$ cat src/rtl/flag_ctrl_if.sv
// Flag controller bus: ALU/control-unit strobes in, registered flags and
// interrupt request out.
interface flag_ctrl_if;
  logic alu_c;
  logic alu_z;
  logic c_ld;
  logic z_ld;
  logic c_set;
  logic c_clr;
  logic shad_restore;
  logic i_set;
  logic i_clr;
  logic intr;
  logic intr_ack;
  logic c_flag;
  logic z_flag;
  logic i_flag;
  logic intr_pend;

  modport master (
    output alu_c, alu_z, c_ld, z_ld,
    output c_set, c_clr, shad_restore,
    output i_set, i_clr, intr, intr_ack,
    input  c_flag, z_flag, i_flag, intr_pend
  );

  modport slave (
    input  alu_c, alu_z, c_ld, z_ld,
    input  c_set, c_clr, shad_restore,
    input  i_set, i_clr, intr, intr_ack,
    output c_flag, z_flag, i_flag, intr_pend
  );
endinterface

$ cat src/rtl/flag_ctrl.sv
// C/Z/I flag register with shadow copies and interrupt edge latch.
// Define INTR_SYNC_EN to put a two-flop synchronizer ahead of the detector.
module flag_ctrl (
  input  logic       clk,
  input  logic       reset,
  flag_ctrl_if.slave bus
);
  logic c_q;
  logic z_q;
  logic i_q;
  logic shad_c;
  logic shad_z;
  logic pend;
  logic intr_q;
  logic req;
  logic rise;

`ifdef INTR_SYNC_EN
  logic sync1;
  logic sync2;

  always_ff @(posedge clk) begin
    if (reset) begin
      sync1 <= 1'b0;
      sync2 <= 1'b0;
    end else begin
      sync1 <= bus.intr;
      sync2 <= sync1;
    end
  end

  assign req = sync2;
`else
  assign req = bus.intr;
`endif

  assign rise = req & ~intr_q;

  always_ff @(posedge clk) begin
    if (reset)
      c_q <= 1'b0;
    else if (bus.shad_restore)
      c_q <= shad_c;
    else if (bus.c_clr)
      c_q <= 1'b0;
    else if (bus.c_set)
      c_q <= 1'b1;
    else if (bus.c_ld)
      c_q <= bus.alu_c;
  end

  always_ff @(posedge clk) begin
    if (reset)
      z_q <= 1'b0;
    else if (bus.shad_restore)
      z_q <= shad_z;
    else if (bus.z_ld)
      z_q <= bus.alu_z;
  end

  // Shadow takes the pre-edge flags even when they update this edge
  always_ff @(posedge clk) begin
    if (reset) begin
      shad_c <= 1'b0;
      shad_z <= 1'b0;
    end else if (bus.intr_ack) begin
      shad_c <= c_q;
      shad_z <= z_q;
    end
  end

  always_ff @(posedge clk) begin
    if (reset)
      i_q <= 1'b0;
    else if (bus.intr_ack)
      i_q <= 1'b0;
    else if (bus.i_clr)
      i_q <= 1'b0;
    else if (bus.i_set)
      i_q <= 1'b1;
  end

  // A new edge beats a simultaneous ack so the request is not lost
  always_ff @(posedge clk) begin
    if (reset) begin
      intr_q <= 1'b0;
      pend   <= 1'b0;
    end else begin
      intr_q <= req;
      if (rise)
        pend <= 1'b1;
      else if (bus.intr_ack)
        pend <= 1'b0;
    end
  end

  assign bus.c_flag    = c_q;
  assign bus.z_flag    = z_q;
  assign bus.i_flag    = i_q;
  assign bus.intr_pend = pend & i_q;
endmodule

$ cat src/flat_wrapper.sv
// flat-port wrapper written by rule: the top's interface ports become plain ports
module flag_ctrl_flat 
  (clk, reset, bus_alu_c, bus_alu_z, bus_c_ld, bus_z_ld, bus_c_set, bus_c_clr, bus_shad_restore, bus_i_set, bus_i_clr, bus_intr, bus_intr_ack, bus_c_flag, bus_z_flag, bus_i_flag, bus_intr_pend);
  flag_ctrl_if bus_i ();
  input  logic clk;
  input  logic reset;
  input wire logic [$bits(bus_i.alu_c)-1:0] bus_alu_c;
  input wire logic [$bits(bus_i.alu_z)-1:0] bus_alu_z;
  input wire logic [$bits(bus_i.c_ld)-1:0] bus_c_ld;
  input wire logic [$bits(bus_i.z_ld)-1:0] bus_z_ld;
  input wire logic [$bits(bus_i.c_set)-1:0] bus_c_set;
  input wire logic [$bits(bus_i.c_clr)-1:0] bus_c_clr;
  input wire logic [$bits(bus_i.shad_restore)-1:0] bus_shad_restore;
  input wire logic [$bits(bus_i.i_set)-1:0] bus_i_set;
  input wire logic [$bits(bus_i.i_clr)-1:0] bus_i_clr;
  input wire logic [$bits(bus_i.intr)-1:0] bus_intr;
  input wire logic [$bits(bus_i.intr_ack)-1:0] bus_intr_ack;
  output wire logic [$bits(bus_i.c_flag)-1:0] bus_c_flag;
  output wire logic [$bits(bus_i.z_flag)-1:0] bus_z_flag;
  output wire logic [$bits(bus_i.i_flag)-1:0] bus_i_flag;
  output wire logic [$bits(bus_i.intr_pend)-1:0] bus_intr_pend;
  assign bus_i.alu_c = bus_alu_c;
  assign bus_i.alu_z = bus_alu_z;
  assign bus_i.c_ld = bus_c_ld;
  assign bus_i.z_ld = bus_z_ld;
  assign bus_i.c_set = bus_c_set;
  assign bus_i.c_clr = bus_c_clr;
  assign bus_i.shad_restore = bus_shad_restore;
  assign bus_i.i_set = bus_i_set;
  assign bus_i.i_clr = bus_i_clr;
  assign bus_i.intr = bus_intr;
  assign bus_i.intr_ack = bus_intr_ack;
  assign bus_c_flag = bus_i.c_flag;
  assign bus_z_flag = bus_i.z_flag;
  assign bus_i_flag = bus_i.i_flag;
  assign bus_intr_pend = bus_i.intr_pend;
  flag_ctrl u_core (.clk(clk), .reset(reset), .bus(bus_i));
endmodule
$ cat config.mk
export PLATFORM = sky130hd
export DESIGN_NAME = flag_ctrl_flat
export DESIGN_NICKNAME = d
export VERILOG_FILES = /design/src/rtl/flag_ctrl_if.sv /design/src/rtl/flag_ctrl.sv /design/src/flat_wrapper.sv
export SDC_FILE = /design/constraint.sdc
export NUM_CORES = 1
export LEC_CHECK = 0
export ABC_AREA = 1
export CAP_MARGIN = 20
export CORE_AREA = 2 2 39 41
export DETAILED_ROUTE_END_ITERATION = 10
export DIE_AREA = 0 0 41 43
export SYNTH_ARGS = -nofsm -noshare
export SYNTH_HDL_FRONTEND = slang
export SYNTH_SLANG_ARGS = --single-unit
$ cat constraint.sdc
create_clock -name clk -period 1.5 [get_ports clk]
set_clock_uncertainty 0.2 [all_clocks]
set_input_delay 0.225 -clock clk [delete_from_list [all_inputs] [get_ports clk]]
set_output_delay 0.225 -clock clk [all_outputs]
set_load 0.005 [all_outputs]
* Word level (Yosys, flattened, before mapping)
Cells that the tools add are included.
Word-level totals: latch bits 0, output and inout bits 4, register bits 7, RAM bits 0, word-level logic and storage cells 22, memory bits (read-only) 0, memories 0, input bits 13
Cells by class: $add $sub $neg 0, eq/ne operators 0, div/mod/pow operators 0, shifts and indexed selects 0, reduce and logical (&&, ||, !) cells 4, $lt $le $gt $ge 0, multiply operators 0, bitwise operators 3, muxes and demuxes 8
Operator list (number):
- 1-bit two-way mux | 8
- 2-bit nonzero test | 2
- 4-bit nonzero test | 1
- 3-bit OR reduction | 1
- 1-bit bitwise AND | 2
- 1-bit inverter | 1

* Depth between registers and ports, before layout
Gate-level depths: netlist of the first run.
word-level depth 4, gate-level depth with buffers 5, mapped depth without buffers 5

* Least setup slack after synthesis of the first run
Ideal clock, no wire load.
path type flip-flop to flip-flop, start point register, netlist name u_core.bus.z_flag, end point register u_core.z_q (netlist: u_core.bus.z_flag), path buffers 0, period minus slack after synthesis 897 ps, setup time 115 ps, data required time 1185 ps, cell stages (with the launch flop) 5, arrival 581 ps, setup slack 603 ps, cells stage by stage dfxtp_1 > inv_1 > o21ai_0 > o21ai_0 > inv_1
RTL lines:
- to (signal assigned) | RTL line flag_ctrl.sv:56 | z_q <= shad_z;
- to (signal assigned) | RTL line flag_ctrl.sv:58 | z_q <= bus.alu_z;
- to (decl) | RTL line flag_ctrl.sv:9 | logic z_q;

* Worst setup path in the final report of the first run
start point register u_core.i_q (netlist: u_core.bus.i_flag), end point output port bus_intr_pend
On the way: cells in the longest elaborated chain, start to end 1
RTL lines:
- from (decl) | RTL line flag_ctrl.sv:10 | logic i_q;
- from (signal assigned) | RTL line flag_ctrl.sv:74 | i_q <= 1'b0;
- from (signal assigned) | RTL line flag_ctrl.sv:76 | i_q <= 1'b0;
- from (signal assigned) | RTL line flag_ctrl.sv:78 | i_q <= 1'b0;
- 1-bit bitwise AND | RTL line flag_ctrl.sv:100 | assign bus.intr_pend = pend & i_q;
- to (decl) | RTL line flat_wrapper.sv:21 | output wire logic [$bits(bus_i.intr_pend)-1:0] bus_intr_pend;
Every way passes these cells.

==> results of run 1 <==
[final timing paths]
kind / from / endpoint / slack [ns] / depth (start not counted)
worst max-delay path: u_core.bus.i_flag / bus_intr_pend / 0.17 / 3
worst min-delay path: u_core.intr_q / u_core.pend / 0.20 / 1
worst max register to register: u_core.bus.z_flag / u_core.bus.z_flag / 0.55 / 4
worst min register to register: u_core.intr_q / u_core.pend / 0.20 / 1
[logic make-up (layout without fill, tap and decap cells)]
kind of cell,after synthesis,after routing
flip-flops,7,7
buffers and inverters,10,30
AND/OR/NAND/NOR,14,14
AO/OA/AOI/OAI,8,8
[area by class of cell]
type	instances	share of cell area, %
clock buffer	4	5.38
inverter	10	7.69
multi-input combinational	22	21.8
sequential	7	29.2
tap	16	4.10
timing repair buffer	16	31.8
[state kept, by name, indices dropped and copies added (netlist names)]
signal / count
u_core.bus.c_flag: 1
u_core.bus.i_flag: 1
u_core.bus.z_flag: 1
u_core.intr_q: 1
u_core.pend: 1
u_core.shad_c: 1
u_core.shad_z: 1
[critical path, stage by stage, from the launching register on]
cell and delay (ns):
sky130_fd_sc_hd__dfxtp_2 0.32, sky130_fd_sc_hd__nand2_1 0.06, sky130_fd_sc_hd__inv_1 0.03, sky130_fd_sc_hd__dlygate4sd2_1 0.25
[cells in the final DEF (no fill, tap or decap)]
cell | synthesis | final
sky130_fd_sc_hd__o31ai_1 | 1 | 1
sky130_fd_sc_hd__dfxtp_1 | 7 | 5
sky130_fd_sc_hd__inv_1 | 9 | 9
sky130_fd_sc_hd__nand2_1 | 7 | 7
sky130_fd_sc_hd__nor2_1 | 4 | 4
sky130_fd_sc_hd__o21ai_0 | 4 | 4
sky130_fd_sc_hd__a21oi_1 | 3 | 3
sky130_fd_sc_hd__inv_2 | 1 | 1
sky130_fd_sc_hd__dfxtp_2 | 0 | 2
sky130_fd_sc_hd__nor4_2 | 1 | 1
sky130_fd_sc_hd__clkbuf_1 | 0 | 1
sky130_fd_sc_hd__nand3_1 | 2 | 2
sky130_fd_sc_hd__clkdlybuf4s50_1 | 0 | 12
sky130_fd_sc_hd__clkbuf_4 | 0 | 3
sky130_fd_sc_hd__dlygate4sd2_1 | 0 | 4
[power groups by stage]
stage	clock (mW)	combinational [mW]	sequential, mW
global placement	0	0.0675	0.206
finish	0.169	0.0642	0.202
detailed placement	0	0.0682	0.206
CTS	0.180	0.0654	0.202
floorplan	0	0.0201	0.205
global route	0.193	0.0721	0.203
[layer usage]
| metal | up-vias | wire, µm | part of all wire [%] |
|---|---|---|---|
| li1 | 160 | - | - |
| met1 | 128 | 218 | 38 |
| met2 | 8 | 299 | 52 |
| met3 | 0 | 54 | 9.5 |
| met4 | 0 | 0 | 0 |
| met5 | - | 0 | 0 |
==> metrics list, run 1 <==
- Summing internal, switching and leakage power gives roughly 0.43 mW.
- In this run the standard cell core region covers between 1000 and 1500 µm².
- Data required, critical path: 1.07 ns
- In this run, placement finished with an instance count of 71.
- Average instance area after synthesis: 7.28 µm²
* Number of placement rows: 14
- Most instantiated flip-flop cell in the synthesis netlist: sky130_fd_sc_hd__dfxtp_1
- Buffers added to address setup during post-CTS repair amount to 0.
- Clock slew at reported path FFs: 0.05 ns
* Post-DP HPWL: 475 µm
- In this run the cell area measured after placement is 464 µm².
- Once the floorplan was initialized, standard cells occupied approximately a fifth of the core.
* EDFF count, synth: 0
- Global-route met3 utilization: about a tenth
* Aggregate negative setup slack: 0 ns
- Final worst slack: 0.175 ns
- Grt met1 use: between 7 and 8%
* Worst slew margin: 83.1%
- Of the total power, the clock network draws 38.8%.
* Number of buffers on the longest clock path: 2
* Insertion delay of the later-clocked pin in the worst-skew pair: about 0.24 ns
- In this run, the number of DRC markers left after iteration 0 of detailed routing was 0.
* Area share of fa/ha/maj cells after synthesis: 0%
- Leading area contributor after synthesis: sky130_fd_sc_hd__dfxtp_1
- Maximum fanout encountered on the critical timing path: 3
- Cell count after synthesis: 39
- For this run, asynchronously set or reset flops after synthesis account for 0%.
- Count of cells resized by post-cts repair: 6
- TritonCTS built the clock tree.
- By area, the combinational part of the netlist is dominated by simple AND/OR/NAND/NOR gates.
- For this design, the sink count on the clock tree is 7.
- Total number of yosys warnings: 0
* Fraction of power consumed by sequential logic: ~46%
- The tightest min-delay check is of the register to register type.
- For this run, the top clock speed supported by timing is 755 MHz.
* Wire length of the first global-routing pass: between 1000 and 1500 µm
* Tightest Pin Transition: around 0.25 ns
* Final hold violations: 0
* Max-slew violation count: 0
- Count of cell types in the netlist: 10
- Of the total synthesized cell area, the portion taken by XOR and XNOR cells is 0%.
- After clock tree synthesis, the flow added hold-fix buffers numbering 0.
- Yosys attributes the largest share of cell area to sky130_fd_sc_hd__dfxtp_1 (49%), sky130_fd_sc_hd__inv_1 (12%), sky130_fd_sc_hd__nand2_1 (9.3%), sky130_fd_sc_hd__o21ai_0 (7.0%), sky130_fd_sc_hd__a21oi_1 (5.3%).
* Cell area power density: 891 nW/µm²
- Number of buffers created by CTS: 3
- Via count: 296
- Pre-CTS worst setup slack: 0.128 ns
- Per report_power, the combinational group accounts for 14.8% of the total.
- The finished layout holds 75 standard cells, fillers aside.
* Most used standard cell by instance count after synthesis: sky130_fd_sc_hd__inv_1
- met2 is the most crowded layer.
* Final critical-path required period: 1.33 ns
- After Yosys synthesis, and, or, nand and nor cells account for 22.5% of the synthesized area.
- For the worst setup path, the data arrival time is around 0.90 ns.
- On the final layout, the worst hold slack is 0.201 ns.
- Global routing consumed, over all layers together, 8.95% of the routing resources.
* Crit Path Class: register to output port
- # H-tree levels: 1
- Count of inserted antenna diode cells: 0
- In this run the clock root is driven by a sky130_fd_sc_hd__clkbuf_4.
* Routed Antenna Nets: 0
* Final Core Density: 35.3%
* Max-Cap Viols: 0
- Vert. Die Dim: about 43 µm
* Sw power: 0.0953 mW
- Global routing met2 resource utilization: 14.1%
- Fraction of layout instances using a drive strength above 1: a little under an eighth
- DRC Markers: 0
- Startpoint types: register
- The top cell type by area accounts for between 40% and 50% of the synthesized area.
* Multiplexer area fraction after synthesis: 0%
- Number of endpoints failing setup at the final stage: 0
- Part of the cycle the worst path needs: 88.4%
- Crit path capture type: output port
* Cell types with the highest counts after synthesis: sky130_fd_sc_hd__inv_1 (9), sky130_fd_sc_hd__dfxtp_1 (7), sky130_fd_sc_hd__nand2_1 (7)
- The synthesized design contains 7 register bits.
- Summed over all layers, the global routing overflow is 0.
* # port buffers: 16
- Int Pwr: 0.340 mW
- Worst VDD drop: 0.388 mV
- In the final layout, the multi-input gates occupy around 110 µm².
- Leakage dissipation: 0.241 nW
- For this block, the routed nets add up to 571 µm of wire.
- For this run, the detailed router's first-pass iteration total came to 1.
- Number of vias per cell after detailed routing: ~3.9
* Top Ports: 17
- Unrepaired setup endpoints after global routing: no
* Non-Filler Cell Area, Final: approximately 490 µm²
* Maximum number of pins on one net before global-route repair: 7
- Registers take 143 µm².
- The number of antenna violations at the first check in global routing came to 0.
- Area grow syn2layout: 71.8%
* Weighted congestion reported at the end of routability-driven placement: 0.648
- Sequential share of the synthesized area: between 40 and 50%
- Post-synthesis net count: between 50 and 60
- The via count of the first global-routing pass was around 280.
* Switching part of the total: 21.9%
- After synthesis the cells add up to 284 µm².
- Total die area: 1760 µm²
- Mean routed wirelength per cell: 7.61 µm
- In the final design database the tool counted 73 nets.
- Final-layout fill cell count: 161
- Compound-Gate Fraction of Synth Area: 15.0%
- The die is 41 µm wide.
- Result of the run: finished clean
Note: power is estimated with default switching activity, not from simulation.
==> run 2, diff against run 1 <==
--- a/config.mk
+++ b/config.mk
@@ -10,6 +10,8 @@
 export CORE_AREA = 2 2 39 41
 export DETAILED_ROUTE_END_ITERATION = 10
 export DIE_AREA = 0 0 41 43
+export MAX_ROUTING_LAYER = met4
+export SETUP_SLACK_MARGIN = 0.05
 export SYNTH_ARGS = -nofsm -noshare
 export SYNTH_HDL_FRONTEND = slang
 export SYNTH_SLANG_ARGS = --single-unit
==> run 2 against run 1 <==
Design area unchanged; clock power is essentially flat; die area is the same; fmax barely moved; hold slack about the same; first-iteration DRC count is the same; critical endpoint unchanged; combinational power barely moved; global-route usage increased by 0.22 points.
==> metrics list, run 2 (synthesis results as in run 1) <==
- The post-route netlist has 11.9% of its cells at a drive strength greater than 1.
- In the routed layout, each cell is associated on average with a via count of approximately 4.
* Number of placement rows: 14
* Total routed wirelength: approximately 570 µm
- After detailed routing, the number of remaining DRC violations is 0.
* Initial core utilization: between 20% and 30%
- Part of the cycle the worst path needs: 88.4%
- The worst setup path is launched from a register.
- For this run, the detailed router's first-pass iteration total came to 1.
* Max-slew violation count: 0
- Fill cells in the final layout number 161.
- Post-DP HPWL: 475 µm
- In this run the static leakage power is 0.241 nW.
- Worst slew margin: slightly above 80%
* Mean routed wirelength per cell: 7.61 µm
- For the worst setup path, the data arrival time is approximately 0.90 ns.
- After clock tree synthesis, the clock-pin slew on the worst setup and hold paths is 0.05 ns.
* Count of inserted antenna diode cells: 0
* Number of buffers created by CTS: 3
- Total Routing Usage GR: under 10%
- Setup repair after global routing left no endpoint under its margin.
- The clock reaches the later pin of the worst-skew pair after between 0.2 and 0.25 ns.
- The final number of hold-violating endpoints came to 0.
* Count of nets after finishing: between 70 and 80
* Weighted congestion reported at the end of routability-driven placement: 0.654
* Number of buffers on the longest clock path: 2
- Crit Path Class: register to output port
* Area grow syn2layout: 71.8%
- The first routing iteration left 0 violations.
- The library cell used most frequently in the layout, excluding fill and tap cells, is sky130_fd_sc_hd__clkdlybuf4s50_1.
- Cell at the root of the clock tree: sky130_fd_sc_hd__clkbuf_4
- Based on the critical path, the design can be clocked at up to 754 MHz.
- Initial antenna violation count: 0
- Entering global routing, the biggest net connects 7 pins.
- Horizontal extent of the die: 41 µm
- The placed instances occupy a cell area of 464 µm².
* Path type of the worst min-delay path: register to register
* Worst VDD drop: 0.388 mV
- The die covers 1760 µm².
- Global routing finished with a remaining overflow of 0.
- Result of the run: finished clean
- The first global-routing pass estimated 1010 µm of wire.
- Depth of the most critical reg-to-reg path: 4
- In this run the power density over the cells is 892 nW/µm².
- The via count of the first global-routing pass came to approximately 280.
- TritonCTS built the clock tree.
- After routing the design area is 488 µm².
* Commonest cells after routing, fill and taps aside: sky130_fd_sc_hd__clkdlybuf4s50_1 (12), sky130_fd_sc_hd__inv_1 (9), sky130_fd_sc_hd__nand2_1 (7)
- The tree built by TritonCTS fans out to 7 sinks.
- Top Ports: 17
* Standard cell core area: approximately 1400 µm²
* Routed Antenna Nets: 0
- # H-tree levels: 1
- STA puts the critical path data required time at 1.07 ns.
- Adding up every negative setup slack in the final design gives 0 ns.
* Maximum fanout encountered on the critical timing path: 3
- The tool flagged a number of max-cap violations equal to 0.
- At the pin with the least slew margin, the transition time is 0.252 ns.
- Number of endpoints failing setup at the final stage: 0
* Vert. Die Dim: 43 µm
- Counting instances, the worst hold path has a depth of 1.
- Via count: 296
- The count of buffers added on input and output ports is 16.
* Crit path capture type: output port
- The clock period could shrink to roughly 1.3 ns.
==> run 2: cell counts in the layout (fill, tap and decap cells not counted) <==
No cell type changed its count.
==> run 2: final timing paths <==
| path | end | start | slack [ns] |
|---|---|---|---|
| max reg2reg | u_core.bus.z_flag | u_core.bus.z_flag | 0.55 |
| min reg2reg | u_core.pend | u_core.intr_q | 0.20 |
| min | u_core.pend | u_core.intr_q | 0.20 |
| max | bus_intr_pend | u_core.bus.i_flag | 0.17 |
==> run 2: layout make-up <==
cell class / count / area [µm²] / area share, %
flip-flops and latches: 7 / 143 / 29.2
inverters: 10 / 37.5 / 7.69
well taps: 16 / 20.0 / 4.10
multi-input cells: 22 / 106 / 21.8
repair buffers: 16 / 155 / 31.8
clock buffers: 4 / 26.3 / 5.38
==> run 2: layer usage <==
layer,track usage (%),part of all wire [%]
met1,7.44,37
met2,14.1,52
met3,9.42,11
met4,2.00,0
met5,-,0
==> run 2: timing repair <==
action | CTS | global route
gates resized for setup | 6 | 0
setup buffers | 0 | 0
hold buffers | 0 | 0
hold endpoints to repair | 0 | 0
setup endpoints to repair | 4 | 0
==> run 2: worst max-delay path, cell delays in order, from the launching register on <==
cell and delay, ns:
sky130_fd_sc_hd__dfxtp_2 0.32, sky130_fd_sc_hd__nand2_1 0.06, sky130_fd_sc_hd__inv_1 0.03, sky130_fd_sc_hd__dlygate4sd2_1 0.25
==> run 2: where the power goes <==
| part | switching [mW] | total, mW | leakage, nW | internal, mW |
|---|---|---|---|---|
| sequential | 0.00476 | 0.202 | 0.0586 | 0.197 |
| clock | 0.0678 | 0.169 | 0.0150 | 0.101 |
| combinational | 0.0231 | 0.0642 | 0.167 | 0.0411 |
| total | 0.0957 | 0.435 | 0.241 | 0.340 |
==> run 2: stage by stage <==
step | setup WS [ns] | hold WS (ns) | cells | util (%) | total power, mW
finish | 0.174 | 0.201 | 75 | 35.3 | 0.435
detailed placement | 0.128 | 0.202 | 71 | 33.5 | 0.274
CTS | 0.157 | 0.207 | 75 | 35.3 | 0.448
floorplan | 0.603 | 0.0941 | 39 | - | 0.225
global placement | 0.119 | 0.200 | 71 | 33.5 | 0.273
global route | 0.102 | 0.248 | 75 | 35.3 | 0.469
